### src/rtl/lpf_stream_buffer_pkg.sv
// Shared constants and types for the low-pass-filter stream buffer.
// Frame geometry defaults mirror the filter's raster; the state type is used only by the top.
package lpf_stream_buffer_pkg;

  localparam int LOG_TRUNC  = 8;   // filtered pixel width
  localparam int LOG_WIDTH  = 10;  // column coordinate width
  localparam int LOG_HEIGHT = 9;   // row coordinate width
  localparam int ISSUED_W   = 19;  // request counter width, holds a full frame

  localparam int IMAGE_WIDTH_DEF  = 640;
  localparam int IMAGE_HEIGHT_DEF = 480;

  function automatic logic [ISSUED_W-1:0] frame_pixels(input int width, input int height);
    return ISSUED_W'(width * height);
  endfunction

  localparam logic [ISSUED_W-1:0] FRAME_PIXELS = frame_pixels(IMAGE_WIDTH_DEF, IMAGE_HEIGHT_DEF);

  typedef enum logic [1:0] {
    ST_IDLE  = 2'd0,
    ST_RUN   = 2'd1,
    ST_DRAIN = 2'd2
  } state_t;

endpackage

### src/rtl/lpf_sync_fifo.sv
// Synchronous FIFO whose head entry is held in a register, so readers see registered data.
// A push into an empty FIFO is visible at the head one cycle later; flush empties it in one cycle.
module lpf_sync_fifo #(
  parameter int DEPTH     = 8,
  parameter int LOG_DEPTH = 3,
  parameter int WIDTH     = 27
) (
  input  logic                 clock,
  input  logic                 reset,
  input  logic                 flush,
  input  logic                 push,
  input  logic                 pop,
  input  logic [WIDTH-1:0]     wr_data,
  output logic [WIDTH-1:0]     head_data,
  output logic                 full,
  output logic                 empty,
  output logic [LOG_DEPTH:0]   count_next
);

  logic [WIDTH-1:0]     mem [DEPTH];
  logic [LOG_DEPTH-1:0] wr_ptr;
  logic [LOG_DEPTH-1:0] rd_ptr;
  logic [LOG_DEPTH-1:0] rd_ptr_next;
  logic [LOG_DEPTH:0]   count;
  logic                 push_ok;
  logic                 pop_ok;

  assign full        = (count == (LOG_DEPTH+1)'(DEPTH));
  assign empty       = (count == '0);
  assign pop_ok      = pop && !empty;
  // A full FIFO still accepts a push when the head leaves in the same cycle.
  assign push_ok     = push && (!full || pop_ok);
  assign rd_ptr_next = rd_ptr + LOG_DEPTH'(pop_ok);
  assign count_next  = flush ? '0
                     : count + (LOG_DEPTH+1)'(push_ok) - (LOG_DEPTH+1)'(pop_ok);

  // NOTE: storage has no reset; only pointers and count define validity, so resetting it buys nothing.
  always_ff @(posedge clock) begin
    if (push_ok && !flush) begin
      mem[wr_ptr] <= wr_data;
    end
  end

  // NOTE: sequential state uses non-blocking assignments so every register samples pre-edge values.
  always_ff @(posedge clock) begin
    if (reset) begin
      wr_ptr    <= '0;
      rd_ptr    <= '0;
      count     <= '0;
      head_data <= '0;
    end else if (flush) begin
      wr_ptr <= '0;
      rd_ptr <= '0;
      count  <= '0;
    end else begin
      wr_ptr <= wr_ptr + LOG_DEPTH'(push_ok);
      rd_ptr <= rd_ptr_next;
      count  <= count_next;
      // Bypass the write when the entry being written becomes the new head.
      if (count_next != '0) begin
        head_data <= (push_ok && (wr_ptr == rd_ptr_next)) ? wr_data : mem[rd_ptr_next];
      end
    end
  end

endmodule

### src/rtl/lpf_stream_buffer.sv
// Credit-limited request/return buffer between the low-pass filter and the projective transform.
// Sequences one raster frame per frame_flag and presents pixels on a valid/ready interface.
module lpf_stream_buffer
  import lpf_stream_buffer_pkg::*;
#(
  parameter int DEPTH           = 8,
  parameter int LOG_DEPTH       = 3,
  parameter int MAX_OUTSTANDING = 2,
  parameter int IMAGE_WIDTH     = IMAGE_WIDTH_DEF,
  parameter int IMAGE_HEIGHT    = IMAGE_HEIGHT_DEF,
  parameter int PIX_W           = LOG_TRUNC
) (
  input  logic                  clock,
  input  logic                  reset,
  input  logic                  frame_flag,
  output logic                  request,
  input  logic [PIX_W-1:0]      in_pixel,
  input  logic [LOG_WIDTH-1:0]  in_x,
  input  logic [LOG_HEIGHT-1:0] in_y,
  input  logic                  in_flag,
  output logic                  out_valid,
  input  logic                  out_ready,
  output logic [PIX_W-1:0]      out_pixel,
  output logic [LOG_WIDTH-1:0]  out_x,
  output logic [LOG_HEIGHT-1:0] out_y,
  output logic                  out_last,
  output logic                  frame_done,
  output logic                  overflow
);

  localparam int FIFO_W = PIX_W + LOG_WIDTH + LOG_HEIGHT;
  localparam int OUT_W  = $clog2(MAX_OUTSTANDING + 1);
  localparam logic [ISSUED_W-1:0] FRAME_TARGET = frame_pixels(IMAGE_WIDTH, IMAGE_HEIGHT);

  state_t               state;
  state_t               state_next;
  logic [OUT_W-1:0]     outstanding;
  logic [OUT_W-1:0]     outstanding_base;
  logic [OUT_W-1:0]     discard;
  logic [OUT_W-1:0]     discard_next;
  logic [ISSUED_W-1:0]  issued;
  logic [ISSUED_W-1:0]  issued_next;
  logic                 request_next;
  logic                 frame_done_next;
  logic                 restart;
  logic                 push;
  logic                 pop;
  logic                 fifo_full;
  logic                 fifo_empty;
  logic [LOG_DEPTH:0]   count_next;
  logic [FIFO_W-1:0]    head;

  assign restart   = frame_flag && (state != ST_IDLE);
  assign push      = in_flag && (discard == '0);
  assign out_valid = !fifo_empty;
  assign pop       = out_valid && out_ready;

  lpf_sync_fifo #(
    .DEPTH     (DEPTH),
    .LOG_DEPTH (LOG_DEPTH),
    .WIDTH     (FIFO_W)
  ) u_fifo (
    .clock      (clock),
    .reset      (reset),
    .flush      (frame_flag),
    .push       (push),
    .pop        (pop),
    .wr_data    ({in_pixel, in_x, in_y}),
    .head_data  (head),
    .full       (fifo_full),
    .empty      (fifo_empty),
    .count_next (count_next)
  );

  assign out_pixel = head[FIFO_W-1 -: PIX_W];
  assign out_x     = head[LOG_HEIGHT +: LOG_WIDTH];
  assign out_y     = head[LOG_HEIGHT-1:0];
  assign out_last  = out_valid
                  && (out_x == LOG_WIDTH'(IMAGE_WIDTH - 1))
                  && (out_y == LOG_HEIGHT'(IMAGE_HEIGHT - 1));

  // Request decisions use next-cycle occupancy, so the pulse is counted the cycle it is visible.
  always_comb begin
    // NOTE: every comb output gets a default first so no path can infer a latch.
    state_next       = state;
    issued_next      = issued;
    discard_next     = discard;
    frame_done_next  = 1'b0;
    outstanding_base = outstanding - OUT_W'(in_flag && (outstanding != '0));

    if (in_flag && (discard != '0)) begin
      discard_next = discard - OUT_W'(1);
    end

    case (state)
      ST_IDLE: begin
        if (frame_flag) begin
          state_next  = ST_RUN;
          issued_next = '0;
        end
      end
      ST_RUN: begin
        if (issued == FRAME_TARGET) begin
          state_next = ST_DRAIN;
        end
      end
      ST_DRAIN: begin
        if ((outstanding == '0) && pop && out_last) begin
          state_next      = ST_IDLE;
          frame_done_next = 1'b1;
        end
      end
      default: state_next = ST_IDLE;
    endcase

    // Restart: every return still in flight belongs to the abandoned frame.
    if (restart) begin
      state_next      = ST_RUN;
      issued_next     = '0;
      discard_next    = outstanding_base;
      frame_done_next = 1'b0;
    end

    request_next = (state_next == ST_RUN)
                && (outstanding_base < OUT_W'(MAX_OUTSTANDING))
                && ((int'(count_next) + int'(outstanding_base)) < DEPTH)
                && (issued_next < FRAME_TARGET)
                && (discard_next == '0);

    if (request_next) begin
      issued_next = issued_next + ISSUED_W'(1);
    end
  end

  always_ff @(posedge clock) begin
    if (reset) begin
      state       <= ST_IDLE;
      outstanding <= '0;
      discard     <= '0;
      issued      <= '0;
      request     <= 1'b0;
      frame_done  <= 1'b0;
      overflow    <= 1'b0;
    end else begin
      state       <= state_next;
      outstanding <= outstanding_base + OUT_W'(request_next);
      discard     <= discard_next;
      issued      <= issued_next;
      request     <= request_next;
      frame_done  <= frame_done_next;
      if (push && fifo_full && !pop) begin
        overflow <= 1'b1;
      end
    end
  end

endmodule

### config.mk
export PLATFORM = sky130hd
export DESIGN_NAME = lpf_stream_buffer
export DESIGN_NICKNAME = d
export VERILOG_FILES = /design/src/rtl/lpf_stream_buffer_pkg.sv /design/src/rtl/lpf_sync_fifo.sv /design/src/rtl/lpf_stream_buffer.sv
export SDC_FILE = /design/constraint.sdc
export NUM_CORES = 1
export LEC_CHECK = 0
export ABC_CLOCK_PERIOD_IN_PS = 11100
export BUFFER_PORTS_ARGS = -buffer_cell sky130_fd_sc_hd__buf_2
export CAP_MARGIN = 20
export CELL_PAD_IN_SITES_DETAIL_PLACEMENT = 0
export CELL_PAD_IN_SITES_GLOBAL_PLACEMENT = 1
export CORE_MARGIN = 2
export CORE_UTILIZATION = 45
export DETAILED_ROUTE_END_ITERATION = 10
export PLACE_DENSITY = 0.76
export RECOVER_POWER = 50
export SETUP_SLACK_MARGIN = 0.3
export SLEW_MARGIN = 25
export SYNTH_ARGS = -nofsm -noshare
export SYNTH_HDL_FRONTEND = slang
export SYNTH_SLANG_ARGS = --single-unit
### constraint.sdc
create_clock -name clock -period 11.1 [get_ports clock]
set_clock_uncertainty 0.1 [all_clocks]
set_input_delay 1.11 -clock clock [delete_from_list [all_inputs] [get_ports clock]]
set_output_delay 1.11 -clock clock [all_outputs]
set_load 0.01 [all_outputs]
# Word-level counts from Yosys, hierarchy flattened
# Memory sizes are Yosys's and may differ from the RTL's. A register that Yosys moved wholly into a read port is not among the register bits.
# Index checks and enable logic that the tools add are counted.
# word_totals
mem_bits_rw,216
register_bits,38
n_memories,1
inputBits,32
out_inout_bits,32
wordCells,82
# op_classes
reduce_logical,35
muxes,15
n_lt_le_gt_ge,3
eq_ne,7
n_addsub,9
n_bitwise,2
# memory_table
memory,words,word_bits,rd,rd_clocked_by_memory_dff,write_ports,line,source
u_fifo.mem,8,27,1,1,1,lpf_sync_fifo.sv:20,logic [WIDTH-1:0] mem [DEPTH];
# ops
cell,n
2-to-1 mux 19 bit,4
"adder 19 x 1 -> 19 bit, second input constant",1
"equality test 19 bit, second input constant",1
"less-than comparator 19 bit, second input constant",1
logical AND 1 bit,18
2-to-1 mux 2 bit,6
"equality test 10 bit, second input constant",1
"equality test 9 bit, second input constant",1
zero test 2 bit,4
adder 3 x 1 -> 3 bit,2
case mux 2 bit (3 select lines),1
nonzero test 2 bit,3
adder 4 x 2 -> 5 bit,1
"less-than comparator 5 x 4 -> 1 bit, second input constant",1
adder 4 x 1 -> 4 bit,1
"equality test 2 x 1 -> 1 bit, second input constant",2
"equality test 4 bit, second input constant",1
zero test 1 bit,4
zero test 4 bit,1
2-to-1 mux 4 bit,1
nonzero test 4 bit,1
subtractor 4 x 1 -> 4 bit,1
2-to-1 mux 1 bit,3
OR reduction 3 bit,1
9 further kinds,10

# Logic depth before layout (Yosys ltp)
# Gate-level depths: netlist of run 1.
# depth
word_depth,15
mapped_depth,18
depth_no_buf,17

# Modules after synthesis
# Synthesis of run 1 repeated with hierarchy kept, for this count alone.
# unflattened
hier_cells,676
hier_area_um2,11447.2
# by_module_without_submodules
module,area_per_inst_um2,cells_per_inst,seq_area_each_um2,n_inst
lpf_sync_fifo,9888.2,484,7226.9,1
lpf_stream_buffer,1559.0,192,560.5,1

# Worst setup path after synthesis of run 1
# No wires, ideal clock.
# synth_timing
path_kind,input port to flip-flop
startpoint,input out_ready
endpoint,"memory u_fifo.mem[0][0], enable pin"
path_slack_ns,6.768
cell_stages,4
required_ns,10.549
arrival_ns,3.782
path_buffers,0
setup_ns,0.451
cell_sequence,nand2b_1 > a311oi_1 > nor2b_1 > nor3b_1
# synth_via
elab_chain_len,7
# synth_rtl
element,line,source
from (decl),lpf_stream_buffer.sv:22,"input logic out_ready,"
logical AND 1 bit,lpf_stream_buffer.sv:56,assign pop = out_valid && out_ready;
logical AND 1 bit,lpf_sync_fifo.sv:30,assign pop_ok = pop && !empty;
logical OR 1 bit,lpf_sync_fifo.sv:32,assign push_ok = push && (!full || pop_ok);
logical AND 1 bit,lpf_sync_fifo.sv:32,
logical AND 1 bit,lpf_sync_fifo.sv:39,if (push_ok && !flush) begin
2-to-1 mux 1 bit,lpf_sync_fifo.sv:39,
2-to-1 mux 1 bit (not written as such),lpf_sync_fifo.sv:40,mem[wr_ptr] <= wr_data;
to (decl),lpf_sync_fifo.sv:20,
# Every way passes these cells.

# Worst setup path in the final report of run 1
# layout_timing
startpoint,register u_fifo.count[2]
endpoint,register issued[16]
# layout_via
elab_chain_len,15
word_cells_on_any_way,26
cone_classes,add/sub (3); order compare (1); eq/ne (2); mux (5); reduce/logical (15)
# layout_rtl
element,line,source
from (decl),lpf_sync_fifo.sv:24,logic [LOG_DEPTH:0] count;
from (signal assigned),lpf_sync_fifo.sv:58,count <= count_next;
zero test 4 bit,lpf_sync_fifo.sv:29,assign empty = (count == '0);
zero test 1 bit,"lpf_sync_fifo.sv:30, lpf_stream_buffer.sv:55",
logical AND 1 bit,lpf_stream_buffer.sv:56,
logical AND 1 bit,lpf_sync_fifo.sv:30,
logical OR 1 bit,lpf_sync_fifo.sv:32,
logical AND 1 bit,lpf_sync_fifo.sv:32,
adder 4 x 1 -> 4 bit,lpf_sync_fifo.sv:35,: count + (LOG_DEPTH+1)'(push_ok) - (LOG_DEPTH+1)'(pop_ok);
subtractor 4 x 1 -> 4 bit (*),lpf_sync_fifo.sv:35,
2-to-1 mux 4 bit (*),lpf_sync_fifo.sv:34,assign count_next = flush ? '0
named net count_next[1],lpf_stream_buffer.sv:50,logic [LOG_DEPTH:0] count_next;
adder 4 x 2 -> 5 bit (*),lpf_stream_buffer.sv:126,&& ((int'(count_next) + int'(outstanding_base)) < DEPTH)
less-than comparator 5 x 4 -> 1 bit (*),lpf_stream_buffer.sv:126,
logical AND 1 bit (*),lpf_stream_buffer.sv:126,
logical AND 1 bit (*),lpf_stream_buffer.sv:127,&& (issued_next < FRAME_TARGET)
logical AND 1 bit (*),lpf_stream_buffer.sv:128,&& (discard_next == '0);
2-to-1 mux 19 bit (*),lpf_stream_buffer.sv:130,if (request_next) begin
to (signal assigned),lpf_stream_buffer.sv:148,issued <= issued_next;
to (decl),lpf_stream_buffer.sv:41,logic [ISSUED_W-1:0] issued;
# Mark *: on every way through the listed nets, which the timed path passes. The rest lies on a longest branch.
# A chain may end at the register's enable or synchronous reset.

==> results of run 1 <==
## kinds of logic after synthesis
logic type,synth area share (%)
adders and majority gates,1.79
muxes,7.88
xor gates and xnor gates,1.43
AOI/OAI and AO/OA,7.25
buffers and inverters,2.22
DFF,67.3
and+or+nand+nor,12.2
## layout by cell type, fill, tap and decap left out, types with 4 or more instances in the layout
master / count
a21oi_1: 12
clkbuf_16: 30
nand3_1: 8
buf_2: 5
mux4_2: 27
clkinv_2: 5
nor2_1: 31
nand2_1: 69
nor4_1: 5
nor3_1: 4
clkbuf_1: 66
clkinv_1: 6
nand4_1: 8
dfxtp_1: 65
a221o_1: 27
mux2i_1: 27
and2_1: 5
nor4_4: 4
edfxtp_1: 216
inv_1: 18
nor2b_1: 13
a32oi_1: 27
ha_1: 14
xnor2_1: 14
and3_1: 34
nand2b_1: 29
buf_4: 15
nand3b_1: 4
## sequential cells by signal (all words and copies together), names as in the netlist
name	flops
request	1
u_fifo.rd_ptr	3
frame_done	1
outstanding	2
u_fifo.count	4
state	2
issued	19
u_fifo.mem	216
overflow	1
u_fifo.head_data	27
discard	2
u_fifo.wr_ptr	3
## final cells by class
type / count / area [um^2]
fill: 2148 / 12000
sequential: 281 / 7790
multi-input combinational: 433 / 3600
clock buffer: 39 / 795
timing repair buffer: 81 / 438
tap: 330 / 413
clock inverter: 17 / 183
inverter: 18 / 67.6
## routing by layer
metal | global-route usage (%) | vias to the layer above
li1 | - | 3148
met3 | 2.81 | 25
met4 | 4.98 | 0
met1 | 27.4 | 3443
met2 | 30.6 | 198
met5 | 0 | -
## power groups by stage
stage | Clock (W) | Sequential, W | Combinational, W
final | 0.000972 | 0.00123 | 0.000824
after global routing | 0.00104 | 0.00124 | 0.000906
after CTS | 0.000993 | 0.00123 | 0.000848
after detailed placement | 0 | 0.00125 | 0.000842
after global placement | 0 | 0.00125 | 0.000834
after floorplan | 0 | 0.00126 | 0.000611
## per-stage QoR
stage	hold slack [ns]	total power [W]	instance area, um^2	cells	utilization [%]
after floorplan	0.346	0.00187	11600	770	-
after global placement	0.364	0.00209	12300	1140	48.7
after detailed placement	0.366	0.00210	12400	1143	49.0
after CTS	0.385	0.00307	13400	1199	52.9
after global routing	0.400	0.00318	13300	1199	52.6
final	0.382	0.00303	13300	1199	52.6
## how the worst max path moves through the flow
stage | from | endpoint | cells past startpoint
2_1_floorplan | out_ready | u_fifo.mem[0][0] | 4
3_3_place_gp | out_ready | issued[14] | 14
3_5_place_dp | out_ready | issued[14] | 14
4_1_cts | u_fifo.count[2] | issued[16] | 16
5_1_grt | u_fifo.count[2] | issued[6] | 16
6_report | u_fifo.count[2] | issued[16] | 16
## tightest hold or removal path, stage by stage, from the launching register on
cell and delay [ns]:
dfxtp_1 0.33, a31oi_1 0.04, nor2_1 0.07
==> run metrics, run 1 <==
outcome completed; max cap viols 0; Port Buf Inserts between 60 and 70; final setup TNS 0 ns; number of cells on the worst hold path 2; Static Leak about 4.4 nW; YS warnings 0; top post-synthesis cells by area edfxtp_1, dfxtp_1, mux4_2; Max clock buf depth 3; post-synth cell types 67; pin count of the biggest net entering global routing 48; clk sinks roughly 280; sequential area share after synthesis about two thirds; Avg Cell Area, Syn ~15 um^2; cts hold-fix bufs 0; Max Freq around 240 MHz; WL met2 12000 um; hold endpoint overflow; Seq pwr share between 40% and 50%; r2r endpoint issued[16]; Layout area overhead 14.7%; final setup violation count 0; Hold/Removal Path Class flip-flop to flip-flop; Post-synth EDFFs 216; initial antenna violation count 0; most common cell in the netlist edfxtp_1; crit end category flip-flop; CP max-delay cell or4_4; worst-path cell chain inv_1, ha_1, nand2_1, and2_1, ha_1, inv_1, ha_1, fa_1, nor2b_1, ha_1, nand3b_1, a211oi_1, or4_4, nor3_4, a31oi_1, a41o_1; cts bufs inserted 30; CTS tree built; share of cells above drive strength 1 14.2%; CP arrival 4.55 ns; Die Ht between 150 and 200 um; Worst Path Class, Setup flip-flop to flip-flop; Initial DRC Count 550; type of origin of the critical path flip-flop; root buf cell clkbuf_16; setup bufs post-CTS 0; fraction of registers with async set or reset after synthesis 0%; max layer used met4; share of the synthesized area in the top cell type 56.0%; nets just under 900; Max-slew headroom approximately 22%; Hold Startpoint overflow; GRT Residual Overflow 0; CP max FO 12; drt drc 0; vias in the first global route 6722; drt first pass iters 4; Switching Share between 30% and 40%; width of the die ~160 um; Final min period around 4.2 ns; wire per inst 21.3 um; final WL about 25000 um; Rows slightly below 60; post-DR vias/cell 5.68; unrepaired setup endpoints after global routing no; Reg clk slew, reported paths roughly 0.06 ns; later-pin clock latency in the skew report 0.56 ns; Peak VDD IR approximately 0.00022 V; FF-to-FF Start u_fifo.count[2]; Crit path required time around 11 ns; Main synth FF type edfxtp_1; FF-to-FF path depth 16; via count a little under 7000; CTS HTree Levels 1; Final Wtd Congestion approximately 0.77; peak per-stage delay on the critical path a little over 0.7 ns; Synth area leader edfxtp_1; most frequent CP cell ha_1; CP delay by family, top simple AND/OR/NAND/NOR gates; Slew Viols, Final 0; post-cts sizing count 0; Ports 64; Starting Density a little under half; Buf/Inv on CP 2; wire length on met3 roughly 1500 um; die area 27000 um^2; first-pass GRT wire length ~39000 um; period utilisation layout 37.7%; R2R Setup Slk approximately 6.9 ns; most common library cells after synthesis edfxtp_1, nand2_1, dfxtp_1, and3_1, nor2_1; CORE AREA roughly 25000 um^2; area of the mapped netlist 11600 um^2; Hold Violations, Final 0; Comb pwr share between 20 and 30%; Ant. Diodes 0; hpwl dp about 14000 um; post-route ant nets 0; setup ws final just under 7 ns; Least-Margin Pin Slew 1.17 ns; All-Layer GR Usage approximately a fifth; Pwr per Cell Area ~230 nW/um^2; Int Pwr ~0.0021 W; FF+latch count, synth between 200 and 300; Clk pwr share roughly 32%; syn_nets 818; Syn Inst Count just under 800; wire length on met1 approximately 12000 um; pre-CTS setup slack about 6.4 ns; sw power about 0.00093 W
Power figures use the tool's default switching activity.
==> run 2: changes to the inputs <==
ABC_CLOCK_PERIOD_IN_PS = 3750   (was 11100)
PLACE_DENSITY = 0.79   (was 0.76)
clock period = 3.75 ns   (was 11.1 ns; I/O delays follow)
==> run metrics, run 2 (synthesis gave the netlist of run 1 again) <==
final WL 25700 um (+0.71%); Max-slew headroom 52.1% (+30 points); WL met2 12900 um (+7.3%); final setup TNS 0 ns (unchanged); GRT Residual Overflow 0 (unchanged); Slew Viols, Final 0 (unchanged); Max clock buf depth 3 (unchanged); Hold/Removal Path Class primary input to flip-flop; outcome completed; CTS tree built; type of origin of the critical path flip-flop; wire per inst 20.7 um (-2.6%); CORE AREA 25300 um^2 (unchanged); initial antenna violation count 0 (unchanged); All-Layer GR Usage 19.0% (-0.075 points); Ant. Diodes 0 (unchanged); vias in the first global route 6881 (+2.4%); final core occ 54.3% (+1.8 points); root buf cell clkbuf_16; Static Leak 4.58 nW (+4.3%); post-DR vias/cell 5.64 (-0.82%); later-pin clock latency in the skew report 0.56 ns (about the same); unrepaired setup endpoints after global routing yes; die area 27000 um^2 (unchanged); Rows 58 (unchanged); Port Buf Inserts 63 (unchanged); post-route ant nets 0 (unchanged); Final Wtd Congestion 0.780 (+0.97%); most common cell after layout, fill and taps aside edfxtp_1; Largest regs u_fifo.mem: 216 flops, u_fifo.head_data: 27 flops, issued: 19 flops; Max Freq 276 MHz (+15%); Initial DRC Count 492 (-11%); CP max FO 6 (-6); cell area after layout 13700 um^2 (+3.3%); nets 937 (+4.9%); FILL cells 2088 (-2.8%); Starting Density 45.8% (unchanged); wire length on met1 10900 um (-6.0%); dpl cell area 12600 um^2 (+1.7%); cts bufs inserted 28 (-6.7%); Least-Margin Pin Slew 0.719 ns (-0.448 ns); crit end category flip-flop; wire length on met3 1390 um (-4.8%); Peak VDD IR 0.000401 V (+81%); period utilisation layout 96.7% (+59 points); Overall Power 0.00952 W (+210%); CP arrival 3.98 ns (-0.57 ns); Worst Path Class, Setup flip-flop to flip-flop; final setup violation count 0 (unchanged); width of the die 164 um (unchanged); non-filler cells, final 1240 (+3.4%); drt drc 0 (unchanged); max cap viols 0 (unchanged); pin count of the biggest net entering global routing 82 (+71%); Hold Violations, Final 0 (unchanged); Crit path required time 4.10 ns (-7.36 ns); via count 6989 (+2.6%); Die Ht 164 um (unchanged); first-pass GRT wire length 38600 um (-0.43%); Pwr per Cell Area 694 nW/um^2 (+200%); Final min period 3.63 ns (-0.562 ns); Largest register FFs 216 (unchanged); largest reg by FF count u_fifo.mem; CTS HTree Levels 1 (unchanged); share of cells above drive strength 1 19.9% (+5.7 points); drt first pass iters 5 (+1); hpwl dp 15400 um (+6.8%); Layout area overhead 18.6%; max layer used met4; Ports 64 (unchanged); Reg clk slew, reported paths 0.06 ns (about the same); clk sinks 281 (unchanged); Placed Cells 1162 (+1.7%); commonest non-fill, non-tap cells in the layout edfxtp_1, nand2_1, clkbuf_1
-- run 2: changes by cell type in the layout (fill, tap and decap cells not counted), moves of 4 or more --
cell,before,now
buf_12,0,4
buf_4,15,45
buf_6,0,6
dlygate4sd3_1,0,8
nor2_1,31,27
-- run 2: worst paths after layout --
check	from	end	depth (start not counted)	slack (ns)
setup / recovery	u_fifo.count[3]	issued[17]	17	0.12
hold / removal	in_flag	overflow	3	0.06
setup reg to reg	u_fifo.count[3]	issued[17]	17	0.12
hold reg to reg	overflow	overflow	2	0.38
-- run 2: final cells by class --
type	instances	area, um^2	share of cell area, %
Sequential cell	281	7790	56.8
Inverter	18	67.6	0.492
Clock inverter	13	136	0.994
Clock buffer	38	738	5.38
Multi-Input combinational cell	433	3760	27.4
Tap cell	330	413	3.01
Timing Repair Buffer	127	817	5.95
-- run 2: power by group --
| group | leakage (nW) | switching, W | total, W | internal [W] |
|---|---|---|---|---|
| combinational | 1.69 | 0.00171 | 0.00321 | 0.00151 |
| sequential | 2.48 | 0.000106 | 0.00365 | 0.00354 |
| clock | 0.416 | 0.00114 | 0.00266 | 0.00152 |
-- run 2: metal layers --
layer  GRT usage [%]  vias to the layer above
met5               0                        -
met2            33.6                      196
met1            24.6                     3532
li1                -                     3230
met4            4.70                        0
met3            2.84                       31
-- run 2: timing repair --
item                                    in CTS  in global routing
resized for setup                            9                 14
hold buffers                                 8                  0
pin swaps                                   23                 19
endpoints found under the setup margin      45                 49
hold endpoints to repair                    64                  0
buffers inserted                            12                  7
-- run 2: stage by stage --
stage          hold slack (ns)  setup slack, ns
2_1_floorplan            0.346          -0.0385
3_3_place_gp             0.347         -0.00112
3_5_place_dp             0.363          -0.0813
4_1_cts               0.000224           0.0416
5_1_grt                 0.0705          -0.0430
6_report                0.0591            0.122
-- run 2: critical path: stages (launching register included) --
cell	delay (ns)
dfxtp_2	0.32
inv_2	0.06
ha_4	0.14
nand2_4	0.04
and2_4	0.14
ha_4	0.26
inv_2	0.04
ha_4	0.15
fa_1	0.48
nor2b_1	0.15
ha_1	0.30
nand3b_1	0.10
a211oi_2	0.09
or4_4	0.53
buf_4	0.20
a2111oi_4	0.21
xnor2_1	0.16
nor2_1	0.05
